**src/rtl/pc_unit.sv**
```systemverilog
// pc_unit: program counter with a RUN/HALT control FSM.
//
// Ports
//   clock          rising-edge clock
//   reset_n        asynchronous active-low reset
//   stall          hold pc this cycle (RUN only)
//   halt_req       enter HALT at the next edge (RUN only)
//   resume         leave HALT at the next edge (HALT only)
//   jump_valid     load jump_target
//   jump_target    absolute jump address
//   branch_valid   load pc + STEP + branch_offset
//   branch_offset  two's-complement branch offset
//   pc             registered program counter
//   pc_seq         combinational pc + STEP, modulo 2^WIDTH
//   halted         high while in HALT
//   wrapped        sticky: a sequential increment carried out of the top bit
//
// state   | meaning
// --------+-----------------------------------------------------------
// ST_RUN  | pc advances: stall > jump > branch > sequential
// ST_HALT | pc frozen; only resume is observed

module pc_unit #(
   parameter int WIDTH      = 12,
   parameter int STEP       = 1,
   parameter int RESET_ADDR = 0
) (
   input  logic             clock,
   input  logic             reset_n,
   input  logic             stall,
   input  logic             halt_req,
   input  logic             resume,
   input  logic             jump_valid,
   input  logic [WIDTH-1:0] jump_target,
   input  logic             branch_valid,
   input  logic [WIDTH-1:0] branch_offset,
   output logic [WIDTH-1:0] pc,
   output logic [WIDTH-1:0] pc_seq,
   output logic             halted,
   output logic             wrapped
);

   typedef enum logic {
      ST_RUN  = 1'b0,
      ST_HALT = 1'b1
   } state_t;

   localparam logic [WIDTH-1:0] STEP_W  = WIDTH'(STEP);
   localparam logic [WIDTH-1:0] RESET_W = WIDTH'(RESET_ADDR);

   state_t           state, state_nxt;
   logic [WIDTH-1:0] pc_nxt;
   logic             wrapped_nxt;
   logic [WIDTH:0]   seq_sum;
   logic             seq_carry;
   logic [WIDTH-1:0] branch_addr;

   // One extra bit captures the carry that marks a wrap.
   assign seq_sum     = {1'b0, pc} + {1'b0, STEP_W};
   assign pc_seq      = seq_sum[WIDTH-1:0];
   assign seq_carry   = seq_sum[WIDTH];
   // Modulo add: two's-complement offset needs no explicit sign extension.
   assign branch_addr = pc_seq + branch_offset;
   assign halted      = (state == ST_HALT);

   always_ff @(posedge clock or negedge reset_n) begin
      if (!reset_n) begin
         state   <= ST_RUN;
         pc      <= RESET_W;
         wrapped <= 1'b0;
      end else begin
         state   <= state_nxt;
         pc      <= pc_nxt;
         wrapped <= wrapped_nxt;
      end
   end

   always_comb begin
      state_nxt   = state;
      pc_nxt      = pc;
      wrapped_nxt = wrapped;
      case (state)
         ST_RUN: begin
            if (halt_req) begin
               state_nxt = ST_HALT;
            end else if (stall) begin
               pc_nxt = pc;
            end else if (jump_valid) begin
               pc_nxt = jump_target;
            end else if (branch_valid) begin
               pc_nxt = branch_addr;
            end else begin
               pc_nxt = pc_seq;
               if (seq_carry) begin
                  wrapped_nxt = 1'b1;
               end
            end
         end
         ST_HALT: begin
            if (resume) begin
               state_nxt = ST_RUN;
            end
         end
         default: begin
            state_nxt = ST_RUN;
         end
      endcase
   end

endmodule

```
**config.mk**
```make
export PLATFORM = sky130hd
export DESIGN_NAME = pc_unit
export DESIGN_NICKNAME = d
export VERILOG_FILES = /design/src/rtl/pc_unit.sv
export SDC_FILE = /design/constraint.sdc
export NUM_CORES = 1
export LEC_CHECK = 0
export ABC_AREA = 0
export ABC_CLOCK_PERIOD_IN_PS = 3700
export BUFFER_PORTS_ARGS = -buffer_cell sky130_fd_sc_hd__buf_4
export CORE_MARGIN = 5
export CORE_UTILIZATION = 49
export DETAILED_ROUTE_END_ITERATION = 7
export PLACE_DENSITY = 0.8
export REMOVE_ABC_BUFFERS = 1
export SETUP_SLACK_MARGIN = 0.2
export SYNTH_ARGS = -nofsm -noshare
export SYNTH_HDL_FRONTEND = slang
export SYNTH_SLANG_ARGS = --single-unit
```
**constraint.sdc**
```tcl
create_clock -name clock -period 3.7 [get_ports clock]
set_input_delay 0.185 -clock clock [delete_from_list [all_inputs] [get_ports clock]]
set_output_delay 0.185 -clock clock [all_outputs]
set_load 0.02 [all_outputs]
```
==> results of run 1 <==
-- kinds of logic (layout without fill, tap and decap cells) --
family          after synthesis  after routing  share of synthesized area, %
xor+xnor                     17             17                          9.89
simple gates                 64             64                          21.4
mux                           5              5                          3.33
flops                        14             14                          23.3
compound gates               60             60                          25.5
buf+inv                      11             66                          2.74
fa+ha+maj                    16             16                          13.8
-- cells in the final DEF, fill, tap and decap left out, types with 2 or more instances in the layout --
master	netlist	layout
a211o_1	2	2
a211oi_2	2	2
a21oi_1	20	20
and2_1	2	2
and3_1	5	5
and4_1	2	2
buf_4	0	57
clkbuf_4	0	3
dfrtp_1	14	14
ha_1	15	15
inv_1	4	4
mux2i_1	5	5
nand2_1	16	16
nand3_1	10	10
nand4_1	3	3
nor2_1	15	15
nor3_1	3	3
nor3b_1	2	2
o21ai_0	17	17
o21ai_1	2	2
o21bai_1	2	2
xnor2_1	9	9
xor2_1	8	8
-- cell type report --
type,count,share of cell area [%]
multi-input cells,162,55.8
inverters,4,0.753
clock buffers,4,1.82
flip-flops and latches,14,17.6
well taps,33,2.07
repair buffers,58,22.0
-- sequential cells by signal (all words and copies together) (netlist names) --
register  count
pc           12
halted        1
wrapped       1
-- layer usage --
| metal | global-route usage, % | up-vias |
|---|---|---|
| met1 | 27.3 | 736 |
| li1 | - | 803 |
| met2 | 33.2 | 56 |
| met4 | 4.92 | 0 |
| met5 | 0 | - |
| met3 | 2.91 | 2 |
-- power by group through the flow --
| stage | combinational (mW) | clock, mW | sequential [mW] |
|---|---|---|---|
| after global placement | 1.11 | 0 | 0.306 |
| after CTS | 1.13 | 0.112 | 0.304 |
| final | 1.13 | 0.109 | 0.308 |
| after detailed placement | 1.12 | 0 | 0.308 |
| after floorplan | 0.687 | 0 | 0.359 |
| after global routing | 1.24 | 0.119 | 0.319 |
-- repair_timing --
action | CTS | global route
endpoints found under the hold margin | 14 | 0
hold buffers | 1 | 0
setup buffers | 0 | 0
-- critical path: cells and delay by family (launching register included) --
| family | cells | cell delay [ps] |
|---|---|---|
| fa+ha+maj | 1 | 200 |
| flops | 1 | 490 |
| simple gates | 7 | 1240 |
| compound gates | 2 | 560 |
| xor+xnor | 1 | 250 |
-- path summary, 6_finish.rpt --
| kind | start | end | slack, ps | cells past startpoint |
|---|---|---|---|---|
| worst max-delay path | pc[2]$_DFFE_PN0P_ | pc[11]$_DFFE_PN0P_ | 900 | 11 |
| worst min-delay path | resume | halted$_DFF_PN0_ | 70 | 2 |
| worst max register to register | pc[2]$_DFFE_PN0P_ | pc[11]$_DFFE_PN0P_ | 900 | 11 |
| worst min register to register | wrapped$_DFFE_PN0P_ | wrapped$_DFFE_PN0P_ | 500 | 1 |
| max in group asynchronous | reset_n | pc[6]$_DFFE_PN0P_ | 3200 | 2 |
| min in group asynchronous | reset_n | wrapped$_DFFE_PN0P_ | 330 | 2 |
-- stage by stage --
step / hold slack, ps / std cells / cell area, sq um / total power [mW]
4_1_cts: 63.4 / 275 / 1990 / 1.55
5_1_grt: 64.6 / 275 / 1990 / 1.67
2_1_floorplan: -111 / 180 / 1480 / 1.05
3_3_place_gp: 44.0 / 270 / 1950 / 1.42
3_5_place_dp: 43.4 / 270 / 1950 / 1.43
6_report: 66.7 / 275 / 1990 / 1.55
==> Implementation_results.wiki, run 1 <==
{| class="wikitable"
! Metric !! Value
|-
| Fraction of layout cells with a size suffix above 1 || 28.5%
|-
| Syn avg cell area || 8.05 sq um
|-
| Wire length reported by the detailed router || approximately 4.2 mm
|-
| Footprint of the flip-flops and latches || ~350 sq um
|-
| Total negative slack || 0 ps
|-
| Final Hold Viols || 0
|-
| Overall Global Routing Usage || about a fifth
|-
| DIE HEIGHT || 65.4 um
|-
| Post-Place Worst Slack || between 900 and 1000 ps
|-
| Wire length of the first global-routing pass || slightly below 7 mm
|-
| Number of enable flip-flop cells after synthesis || 0
|-
| Classification of the worst setup path || register to register
|-
| Largest cells by area after synthesis || dfrtp_1 (23%), ha_1 (12%), a21oi_1 (6.7%)
|-
| Share of synthesized registers carrying an async set or reset || 100%
|-
| Internal portion of total power || about 0.76 mW
|-
| Final estimated routing congestion in global placement || 0.865
|-
| Row Count || 20
|-
| Residual overflow from global routing || 0
|-
| Met2 Routed Length || between 2 and 2.5 mm
|-
| Max stage delay cell, worst path || dfrtp_1
|-
| Critical Path End Type || register
|-
| Port-buffer cells || 56
|-
| Status || finished clean
|-
| Net switching power || roughly 0.8 mW
|-
| Leakage power summed over all cells || 0.962 nW
|-
| Setup repair after global routing missed its margin || no
|-
| Relative contribution of sequential cells to total power || between 15 and 20%
|-
| Vias in the first global route || ~1,500
|-
| Crit-path max FO || 8
|-
| Mapped cell area || 1510 sq um
|-
| Highest Signal Layer || met4
|-
| Yosys synthesis warning count || 0
|-
| CTS tree || built
|-
| Antenna Diode Count || 0
|-
| Top-area cell type share of the netlist area || 23.3%
|-
| Clock Tree Root || clkbuf_4
|-
| Utilization of the core after routing || about two thirds
|-
| Combinational share of power || 73.1%
|-
| Number of gates resized after cts || 0
|-
| Total met3 wirelength after detailed routing || between 200 and 300 um
|-
| Buffers from clock root to sink, at most || 2
|-
| Critical Path RT || slightly below 4000 ps
|-
| Clock network power share || 7.0%
|-
| Via density per instance || just under 6
|-
| Antenna violations before repair || 0
|-
| Total I/O pin count || 57
|-
| Max Transition Viols Final || 0
|-
| Min setup slack post-route || 901 ps
|-
| Relative slew margins || a little under two thirds
|-
| Cell breakdown of the critical path || and4_4 > and2_1 > and4_1 > xor2_1 > ha_1 > nand2_1 > o21ai_1 > nor2_1 > a221o_1 > nor4b_1 > nand3b_1
|-
| Final critical-path share of the clock period || 75.6%
|-
| Area Growth Syn to Fin || 32.5%
|-
| Unique cell type count in the Yosys netlist || 44
|-
| Reg clk slew, reported paths || about 90 ps
|-
| Mapped Cells || 187
|-
| Area enclosed by the die boundary || approximately 4300 sq um
|-
| Transition time at the pin with the least slew margin || between 500 and 600 ps
|-
| Number of design rule violations left after detail routing || 0
|-
| Vias after detailed routing || between 1,500 and 2,000
|-
| Switching portion of total power || approximately 51%
|-
| Most common cell in the synthesized netlist || a21oi_1
|-
| Class of the most critical hold timing path || primary input to register
|-
| Worst path max stage delay || around 500 ps
|-
| Number of inserted filler cells in the final layout || around 270
|-
| Number of buffers inserted during clock tree synthesis || 3
|-
| Main flop type after synthesis || dfrtp_1
|-
| Leading area contributor after synthesis || dfrtp_1
|-
| Number of nets in the final layout || 290
|-
| Most frequent cells after synthesis || a21oi_1 (20), o21ai_0 (17), nand2_1 (16), ha_1 (15), nor2_1 (15)
|-
| Sum of routed wire segments on met1 || around 1.9 mm
|-
| HPWL reported at the end of detailed placement || between 3 and 4 mm
|-
| CP arrival || 3020 ps
|-
| Die boundary width || 65.4 um
|-
| Flop and latch count out of synthesis || 14
|-
| Number of nets still failing antenna checks after routing || 0
|-
| Multi-input combinational cell area || about 1100 sq um
|-
| Kind of start point of the critical path || register
|-
| Effective utilization at floorplan || approximately 50%
|-
| Setup-violating endpoint count in the final report || 0
|-
| Count of max-cap constraint violations || 0
|-
| Power density over the cells || slightly below 800 nW/um^2
|-
| Peak supply drop || between 0.3 and 0.4 mV
|-
| Time the final worst path needs with I/O delays and setup || 2800 ps
|-
| Maximum number of pins on one net before global-route repair || 27
|-
| Core box area || 3000 sq um
|-
| Clock insertion delay at the later pin of the skew report || between 200 and 300 ps
|-
| Share of synthesized area occupied by flip-flops and latches || roughly a quarter
|-
| Violation count after the first detailed-routing iteration || 88
|-
| Final routed wire length divided by cell count || 15.4 um
|-
| Final Skew || around 3.0 ps
|-
| Clock sinks || 14
|-
| Highest Clock Rate || approximately 360 MHz
|-
| Pre-Repair DR Iteration Count || 5
|-
| Maximum level of the CTS H-tree || 1
|}
Power figures use the tool's default switching activity.
==> inputs of run 2 (changes only) <==
--- a/config.mk
+++ b/config.mk
@@ -6,12 +6,12 @@
 export NUM_CORES = 1
 export LEC_CHECK = 0
 export ABC_AREA = 0
-export ABC_CLOCK_PERIOD_IN_PS = 3700
+export ABC_CLOCK_PERIOD_IN_PS = 2300
 export BUFFER_PORTS_ARGS = -buffer_cell sky130_fd_sc_hd__buf_4
 export CORE_MARGIN = 5
-export CORE_UTILIZATION = 49
+export CORE_UTILIZATION = 45
 export DETAILED_ROUTE_END_ITERATION = 7
-export PLACE_DENSITY = 0.8
+export PLACE_DENSITY = 0.77
 export REMOVE_ABC_BUFFERS = 1
 export SETUP_SLACK_MARGIN = 0.2
 export SYNTH_ARGS = -nofsm -noshare
==> constraint.sdc (replaced) <==
create_clock -name clock -period 2.3 [get_ports clock]
set_input_delay 0.115 -clock clock [delete_from_list [all_inputs] [get_ports clock]]
set_output_delay 0.115 -clock clock [all_outputs]
set_load 0.02 [all_outputs]
==> run 2 against run 1 <==
  * The flow now finishes with violations (setup timing)
  * Register-to-register slack lost 1200 ps
  * Die area grew 7.5%
  * Critical path depth is the same
  * Cell count grew 25%
  * Clock skew grew 1.3 ps
  * Non-clock buffer count grew 56
  * Hold slack gained 25 ps
  * Clock power grew 30%
  * Global-route usage grew 4.3 points
  * Via count grew 19%
  * Critical endpoint unchanged
==> Implementation_results.wiki, run 2 (synthesis results as in run 1) <==
{| class="wikitable"
! Metric !! Value
|-
| Relative slew margins || 80.1% (was 63.6%)
|-
| CTS tree || built (unchanged)
|-
| Placed Instances || 329 (was 270)
|-
| Worst path max stage delay || 370 ps (was 490 ps)
|-
| Final estimated routing congestion in global placement || 0.920 (was 0.865)
|-
| Number of design rule violations left after detail routing || 0 (unchanged)
|-
| Port-buffer cells || 56 (unchanged)
|-
| Leakage power summed over all cells || 1.30 nW (was 0.962 nW)
|-
| Total negative slack || -613 ps (was 0 ps)
|-
| Number of flip-flops in the largest register || 12 (unchanged)
|-
| Number of buffers inserted during clock tree synthesis || 3 (unchanged)
|-
| Number of nets still failing antenna checks after routing || 0 (unchanged)
|-
| Clock network power share || 4.0% (was 7.0%)
|-
| Cell breakdown of the critical path || and4_4 > buf_6 > nand4_1 > xnor2_2 > ha_1 > a21oi_2 > o21ai_2 > buf_4 > a221o_1 > nor4b_2 > nand3b_1 (was and4_4 > and2_1 > and4_1 > xor2_1 > ha_1 > nand2_1 > o21ai_1 > nor2_1 > a221o_1 > nor4b_1 > nand3b_1)
|-
| Internal portion of total power || 1.93 mW (was 0.761 mW)
|-
| Clock insertion delay at the later pin of the skew report || 280 ps (about the same)
|-
| Maximum level of the CTS H-tree || 1 (unchanged)
|-
| Antenna violations before repair || 0 (unchanged)
|-
| Class of the most critical hold timing path || primary input to register (unchanged)
|-
| Min setup slack post-route || -256 ps (was 901 ps)
|-
| Total I/O pin count || 57 (unchanged)
|-
| Post-Place Worst Slack || -353 ps (was 956 ps)
|-
| Final Hold Viols || 0 (unchanged)
|-
| Net switching power || 1.64 mW (was 0.788 mW)
|-
| Clock sinks || 14 (unchanged)
|-
| Violation count after the first detailed-routing iteration || 149 (was 88)
|-
| Setup repair after global routing missed its margin || yes (was no)
|-
| Area enclosed by the die boundary || 4600 sq um (was 4280 sq um)
|-
| Wire length reported by the detailed router || 5.58 mm (was 4.24 mm)
|-
| Pre-Repair DR Iteration Count || 4 (was 5)
|-
| Max stage delay cell, worst path || dfrtp_1 (unchanged)
|-
| Final routed wire length divided by cell count || 16.3 um (was 15.4 um)
|-
| Critical Path End Type || register (unchanged)
|-
| Violated checks || setup timing
|-
| HPWL reported at the end of detailed placement || 3.95 mm (was 3.39 mm)
|-
| Family with the most delay on the worst path || simple AND/OR/NAND/NOR gates (unchanged)
|-
| Setup-violating endpoint count in the final report || 7 (was 0)
|-
| Top library cells by usage in the layout, fill and taps aside || buf_4 (106), nand2_1 (14), nor2_1 (14), dfrtp_1 (14), a21oi_1 (11) (was buf_4 (57), a21oi_1 (20), o21ai_0 (17))
|-
| Die boundary width || 67.8 um (was 65.4 um)
|-
| Area Growth Syn to Fin || 82.2% (was 32.5%)
|-
| Overall Global Routing Usage || 24.3% (was 20.0%)
|-
| DIE HEIGHT || 67.8 um (was 65.4 um)
|-
| Residual overflow from global routing || 0 (unchanged)
|-
| Power density over the cells || 1300 nW/um^2 (was 777 nW/um^2)
|-
| Switching portion of total power || 45.9% (was 50.9%)
|-
| Reg clk slew, reported paths || 80 ps (was 90 ps)
|-
| CP arrival || 2780 ps (was 3020 ps)
|-
| Via density per instance || 5.55 (was 5.81)
|-
| Most common cell after layout, fill and taps aside || buf_4 (unchanged)
|-
| Highest Clock Rate || 391 MHz (was 357 MHz)
|-
| Crit-path max FO || 4 (was 8)
|-
| Wire length of the first global-routing pass || 8.63 mm (was 6.83 mm)
|-
| Count of max-cap constraint violations || 0 (unchanged)
|-
| Time the final worst path needs with I/O delays and setup || 2560 ps (was 2800 ps)
|-
| Maximum number of pins on one net before global-route repair || 27 (unchanged)
|-
| Row Count || 21 (was 20)
|-
| Max Transition Viols Final || 0 (unchanged)
|-
| Core box area || 3280 sq um (was 3000 sq um)
|-
| Post-route standard cell area excluding fillers || 2740 sq um (was 1990 sq um)
|-
| Number of non-filler instances in the completed layout || 343 (was 275)
|-
| Critical Path RT || 2520 ps (was 3920 ps)
|-
| Buffers from clock root to sink, at most || 2 (unchanged)
|-
| Final critical-path share of the clock period || 111% (was 75.6%)
|-
| Transition time at the pin with the least slew margin || 297 ps (was 546 ps)
|-
| Min Hold Slack || 91.5 ps (was 66.7 ps)
|-
| Crit path buf inv count || 2 (was 0)
|-
| Antenna Diode Count || 0 (unchanged)
|-
| Utilization of the core after routing || 83.5% (was 66.4%)
|-
| Kind of start point of the critical path || register (unchanged)
|-
| Final Skew || 4.29 ps (was 2.96 ps)
|-
| Fraction of layout cells with a size suffix above 1 || 56.2% (was 28.5%)
|-
| Clock Tree Root || clkbuf_4 (unchanged)
|-
| Relative contribution of sequential cells to total power || 12.0% (was 19.9%)
|-
| Vias after detailed routing || 1,904 (was 1,597)
|-
| Register with the most flip-flops || pc (unchanged)
|-
| Vias in the first global route || 1,933 (was 1,469)
|-
| Total design power || 3.56 mW (was 1.55 mW)
|-
| Number of nets in the final layout || 346 (was 290)
|-
| Combinational share of power || 84.0% (was 73.1%)
|-
| Classification of the worst setup path || register to register (unchanged)
|-
| Peak supply drop || 0.971 mV (was 0.347 mV)
|-
| Effective utilization at floorplan || 45.8% (was 50.1%)
|-
| Status || finished with violations (was finished clean)
|-
| Cell area reported after detailed placement || 2310 sq um (was 1950 sq um)
|}
[run 2: what timing repair did]
item / 4_1_cts / 5_1_grt
buffers inserted: 5 / 4
endpoints found under the hold margin: 15 / 0
hold buffers: 2 / 0
pin swaps: 23 / 19
resized for setup: 38 / 30
endpoints found under the setup margin: 10 / 10
[run 2: path summary, 6_finish.rpt]
| check | startpoint | to | slack, ps | cells past startpoint |
|---|---|---|---|---|
| max | pc[2]$_DFFE_PN0P_ | pc[11]$_DFFE_PN0P_ | -260 | 11 |
| min | jump_target[6] | pc[6]$_DFFE_PN0P_ | 90 | 3 |
| max reg2reg | pc[2]$_DFFE_PN0P_ | pc[11]$_DFFE_PN0P_ | -260 | 11 |
| min reg2reg | wrapped$_DFFE_PN0P_ | wrapped$_DFFE_PN0P_ | 500 | 1 |
| max in group asynchronous | reset_n | pc[5]$_DFFE_PN0P_ | 1910 | 2 |
| min in group asynchronous | reset_n | wrapped$_DFFE_PN0P_ | 210 | 2 |
[run 2: power by group through the flow]
stage / registers (mW) / logic (mW) / clock network, mW
after floorplan: 0.577 / 1.11 / 0
after global placement: 0.407 / 2.34 / 0
after detailed placement: 0.414 / 2.37 / 0
after CTS: 0.419 / 2.67 / 0.141
after global routing: 0.445 / 3.21 / 0.154
final: 0.428 / 2.99 / 0.142
[run 2: layout make-up]
| class | instances | area [sq um] |
|---|---|---|
| Timing Repair Buffer | 114 | 883 |
| Multi-Input combinational cell | 162 | 1410 |
| Tap cell | 46 | 57.6 |
| Fill cell | 194 | 542 |
| Clock buffer | 3 | 22.5 |
| Sequential cell | 14 | 350 |
| Inverter | 4 | 17.5 |
[run 2: worst register-to-register path, delay by kind of cell, from the launching register on]
kind	cells	cell delay (ps)
buf+inv	2	240
compound gates	3	580
fa+ha+maj	1	320
simple gates	4	790
flops	1	370
xor+xnor	1	190
[run 2: routing by layer]
layer / vias up / global-route usage (%) / share of wire [%]
li1: 913 / - / -
met1: 899 / 29.2 / 39
met2: 82 / 43.6 / 52
met3: 10 / 5.75 / 6.8
met4: 0 / 5.71 / 1.7
met5: - / 0 / 0
==> inputs of run 3 (changes only) <==
--- a/config.mk
+++ b/config.mk
@@ -6,12 +6,12 @@
 export NUM_CORES = 1
 export LEC_CHECK = 0
 export ABC_AREA = 0
-export ABC_CLOCK_PERIOD_IN_PS = 2300
 export BUFFER_PORTS_ARGS = -buffer_cell sky130_fd_sc_hd__buf_4
 export CORE_MARGIN = 5
 export CORE_UTILIZATION = 45
 export DETAILED_ROUTE_END_ITERATION = 7
 export PLACE_DENSITY = 0.77
+export RECOVER_POWER = 100
 export REMOVE_ABC_BUFFERS = 1
 export SETUP_SLACK_MARGIN = 0.2
 export SYNTH_ARGS = -nofsm -noshare
==> run 3 against run 2 <==
  * The run still ends with setup timing left
  * Die area did not move
  * Clock skew is essentially flat
  * Count of clock-buffer cells in the layout unchanged
  * Utilization shrank 1.0 points
  * Sequential power hardly changed
  * Register-to-register slack hardly changed
  * Critical path depth unchanged
  * Clock power hardly changed
  * Largest cell class unchanged
  * Largest power group unchanged
==> Implementation_results.wiki, run 3 (synthesis results as in run 1) <==
{| class="wikitable"
! Metric !! Value
|-
| Top library cells by usage in the layout, fill and taps aside || buf_4 (96), nand2_1 (14), nor2_1 (14), dfrtp_1 (14), a21oi_1 (11) (was buf_4 (106), nand2_1 (14), nor2_1 (14), dfrtp_1 (14), a21oi_1 (11))
|-
| Combinational share of power || 83.9% (was 84.0%)
|-
| Clock insertion delay at the later pin of the skew report || 280 ps (about the same)
|-
| Antenna violations before repair || 0 (unchanged)
|-
| Classification of the worst setup path || register to register (unchanged)
|-
| Wire length reported by the detailed router || 5.63 mm (was 5.58 mm)
|-
| Clock network power share || 4.0% (about the same)
|-
| Setup repair after global routing missed its margin || yes (unchanged)
|-
| Max Transition Viols Final || 0 (unchanged)
|-
| Core box area || 3280 sq um (unchanged)
|-
| Highest Clock Rate || 391 MHz (about the same)
|-
| Grt met3 use || 5.75% (unchanged)
|-
| Via density per instance || 5.57 (was 5.55)
|-
| Vias after detailed routing || 1,912 (was 1,904)
|-
| Time the final worst path needs with I/O delays and setup || 2560 ps (about the same)
|-
| Post-route standard cell area excluding fillers || 2710 sq um (was 2740 sq um)
|-
| Number of design rule violations left after detail routing || 0 (unchanged)
|-
| Transition time at the pin with the least slew margin || 831 ps (was 297 ps)
|-
| CTS tree || built (unchanged)
|-
| Maximum number of pins on one net before global-route repair || 27 (unchanged)
|-
| Kind of start point of the critical path || register (unchanged)
|-
| Violated checks || setup timing (unchanged)
|-
| Total I/O pin count || 57 (unchanged)
|-
| Crit-path max FO || 4 (unchanged)
|-
| Met2 layer usage reported by global route || 43.6% (unchanged)
|-
| Cells on worst reg2reg path || 11 (unchanged)
|-
| Port-buffer cells || 56 (unchanged)
|-
| Number of buffers inserted during clock tree synthesis || 3 (unchanged)
|-
| Clock sinks || 14 (unchanged)
|-
| Multi-input combinational cell area || 1410 sq um (unchanged)
|-
| Number of inserted filler cells in the final layout || 202 (was 194)
|-
| Min setup slack post-route || -258 ps (was -256 ps)
|-
| Grt peak-use layer || met2 (unchanged)
|-
| Area Growth Syn to Fin || 80.0% (was 82.2%)
|-
| Antenna Diode Count || 0 (unchanged)
|-
| Row Count || 21 (unchanged)
|-
| Clock Tree Root || clkbuf_4 (unchanged)
|-
| Maximum level of the CTS H-tree || 1 (unchanged)
|-
| Power density over the cells || 1300 nW/um^2 (about the same)
|-
| Relative slew margins || 44.6% (was 80.1%)
|-
| Peak supply drop || 0.969 mV (was 0.971 mV)
|-
| Cell area reported after detailed placement || 2310 sq um (unchanged)
|-
| Violation count after the first detailed-routing iteration || 137 (was 149)
|-
| Final routed wire length divided by cell count || 16.4 um (was 16.3 um)
|-
| Status || finished with violations (unchanged)
|-
| Number of nets still failing antenna checks after routing || 0 (unchanged)
|-
| Number of nets in the final layout || 346 (unchanged)
|-
| Number of cells traversed by the worst hold path || 3 (unchanged)
|-
| Reg clk slew, reported paths || 80 ps (about the same)
|-
| Placed Instances || 329 (unchanged)
|-
| HPWL reported at the end of detailed placement || 3.95 mm (unchanged)
|-
| Internal portion of total power || 1.89 mW (was 1.93 mW)
|-
| Number of flip-flops in the largest register || 12 (unchanged)
|-
| Number of non-filler instances in the completed layout || 343 (unchanged)
|-
| Register with the most flip-flops || pc (unchanged)
|-
| DIE HEIGHT || 67.8 um (unchanged)
|-
| Area enclosed by the die boundary || 4600 sq um (unchanged)
|-
| Critical Path End Type || register (unchanged)
|-
| Worst R2R Setup Slack || -260 ps (about the same)
|-
| Total negative slack || -614 ps (was -613 ps)
|-
| Final critical-path share of the clock period || 111% (about the same)
|-
| Post-Place Worst Slack || -353 ps (unchanged)
|-
| Class of the most critical hold timing path || primary input to register (unchanged)
|-
| Vias in the first global route || 1,933 (unchanged)
|-
| Setup-violating endpoint count in the final report || 7 (unchanged)
|-
| Most common cell after layout, fill and taps aside || buf_4 (unchanged)
|-
| Switching portion of total power || 46.4% (was 45.9%)
|-
| Relative contribution of sequential cells to total power || 12.1% (was 12.0%)
|-
| Residual overflow from global routing || 0 (unchanged)
|-
| Critical Path RT || 2520 ps (about the same)
|-
| Die boundary width || 67.8 um (unchanged)
|-
| Count of max-cap constraint violations || 0 (unchanged)
|-
| GR Util met1 || 29.2% (unchanged)
|-
| Wire length of the first global-routing pass || 8.63 mm (unchanged)
|-
| Overall Global Routing Usage || 24.3% (unchanged)
|-
| Fraction of layout cells with a size suffix above 1 || 53.2% (was 56.2%)
|-
| Net switching power || 1.63 mW (was 1.64 mW)
|-
| Min Hold Slack || 89.6 ps (was 91.5 ps)
|-
| Leakage power summed over all cells || 1.27 nW (was 1.30 nW)
|-
| Final estimated routing congestion in global placement || 0.920 (unchanged)
|-
| Pre-Repair DR Iteration Count || 4 (unchanged)
|-
| Effective utilization at floorplan || 45.8% (unchanged)
|-
| CP arrival || 2780 ps (about the same)
|-
| Footprint of the flip-flops and latches || 350 sq um (unchanged)
|-
| Buffers from clock root to sink, at most || 2 (unchanged)
|-
| Final Skew || 3.98 ps (was 4.29 ps)
|-
| Final Hold Viols || 0 (unchanged)
|}
-- run 3: changes by cell type in the layout (fill, tap and decap cells not counted) --
cell and delta:
buf_4 -10, clkbuf_4 +1, clkbuf_1 +9
-- run 3: final timing paths --
path | start | to
worst max register to register | pc[2]$_DFFE_PN0P_ | pc[11]$_DFFE_PN0P_
max in group asynchronous | reset_n | halted$_DFF_PN0_
worst min register to register | wrapped$_DFFE_PN0P_ | wrapped$_DFFE_PN0P_
min in group asynchronous | reset_n | wrapped$_DFFE_PN0P_
worst min-delay path | jump_target[6] | pc[6]$_DFFE_PN0P_
worst max-delay path | pc[2]$_DFFE_PN0P_ | pc[11]$_DFFE_PN0P_
-- run 3: worst max-delay path, cell delays in order (launching register included) --
cell	delay, ps
dfrtp_1	370
and4_4	240
buf_6	100
nand4_1	130
xnor2_2	180
ha_1	320
a21oi_2	160
o21ai_2	80
buf_4	140
a221o_1	340
nor4b_2	270
nand3b_1	150
-- run 3: per-stage QoR --
stage	total power, mW	util (%)
floorplan	1.68	-
global placement	2.74	70.3
detailed placement	2.78	70.3
CTS	3.23	78.9
global route	3.77	82.5
finish	3.52	82.5
-- run 3: per-layer routing --
metal | up-vias | part of all wire, % | wire length [um]
met3 | 10 | 6.6 | 373
met5 | - | 0 | 0
met1 | 914 | 39 | 2210
li1 | 911 | - | -
met2 | 77 | 52 | 2940
met4 | 0 | 1.7 | 94
-- run 3: what timing repair did --
| item | 4_1_cts | 5_1_grt |
|---|---|---|
| endpoints found under the setup margin | 10 | 10 |
| gates resized for setup | 38 | 30 |
| hold buffers | 2 | 0 |
| pin swaps | 23 | 19 |
| endpoints found under the hold margin | 15 | 0 |
| buffers inserted | 5 | 4 |
-- run 3: power groups by stage --
stage          Clock [mW]  Combinational (mW)  Sequential, mW
2_1_floorplan           0                1.11           0.577
3_3_place_gp            0                2.34           0.407
3_5_place_dp            0                2.37           0.414
4_1_cts             0.141                2.67           0.419
5_1_grt             0.154                3.17           0.444
6_report            0.142                2.95           0.426
-- run 3: area by class of cell --
cell class,count,area share (%)
timing repair buffer,114,31.4
multi-input combinational,162,52.1
inverter,4,0.647
clock buffer,3,0.831
tap,46,2.12
sequential,14,12.9
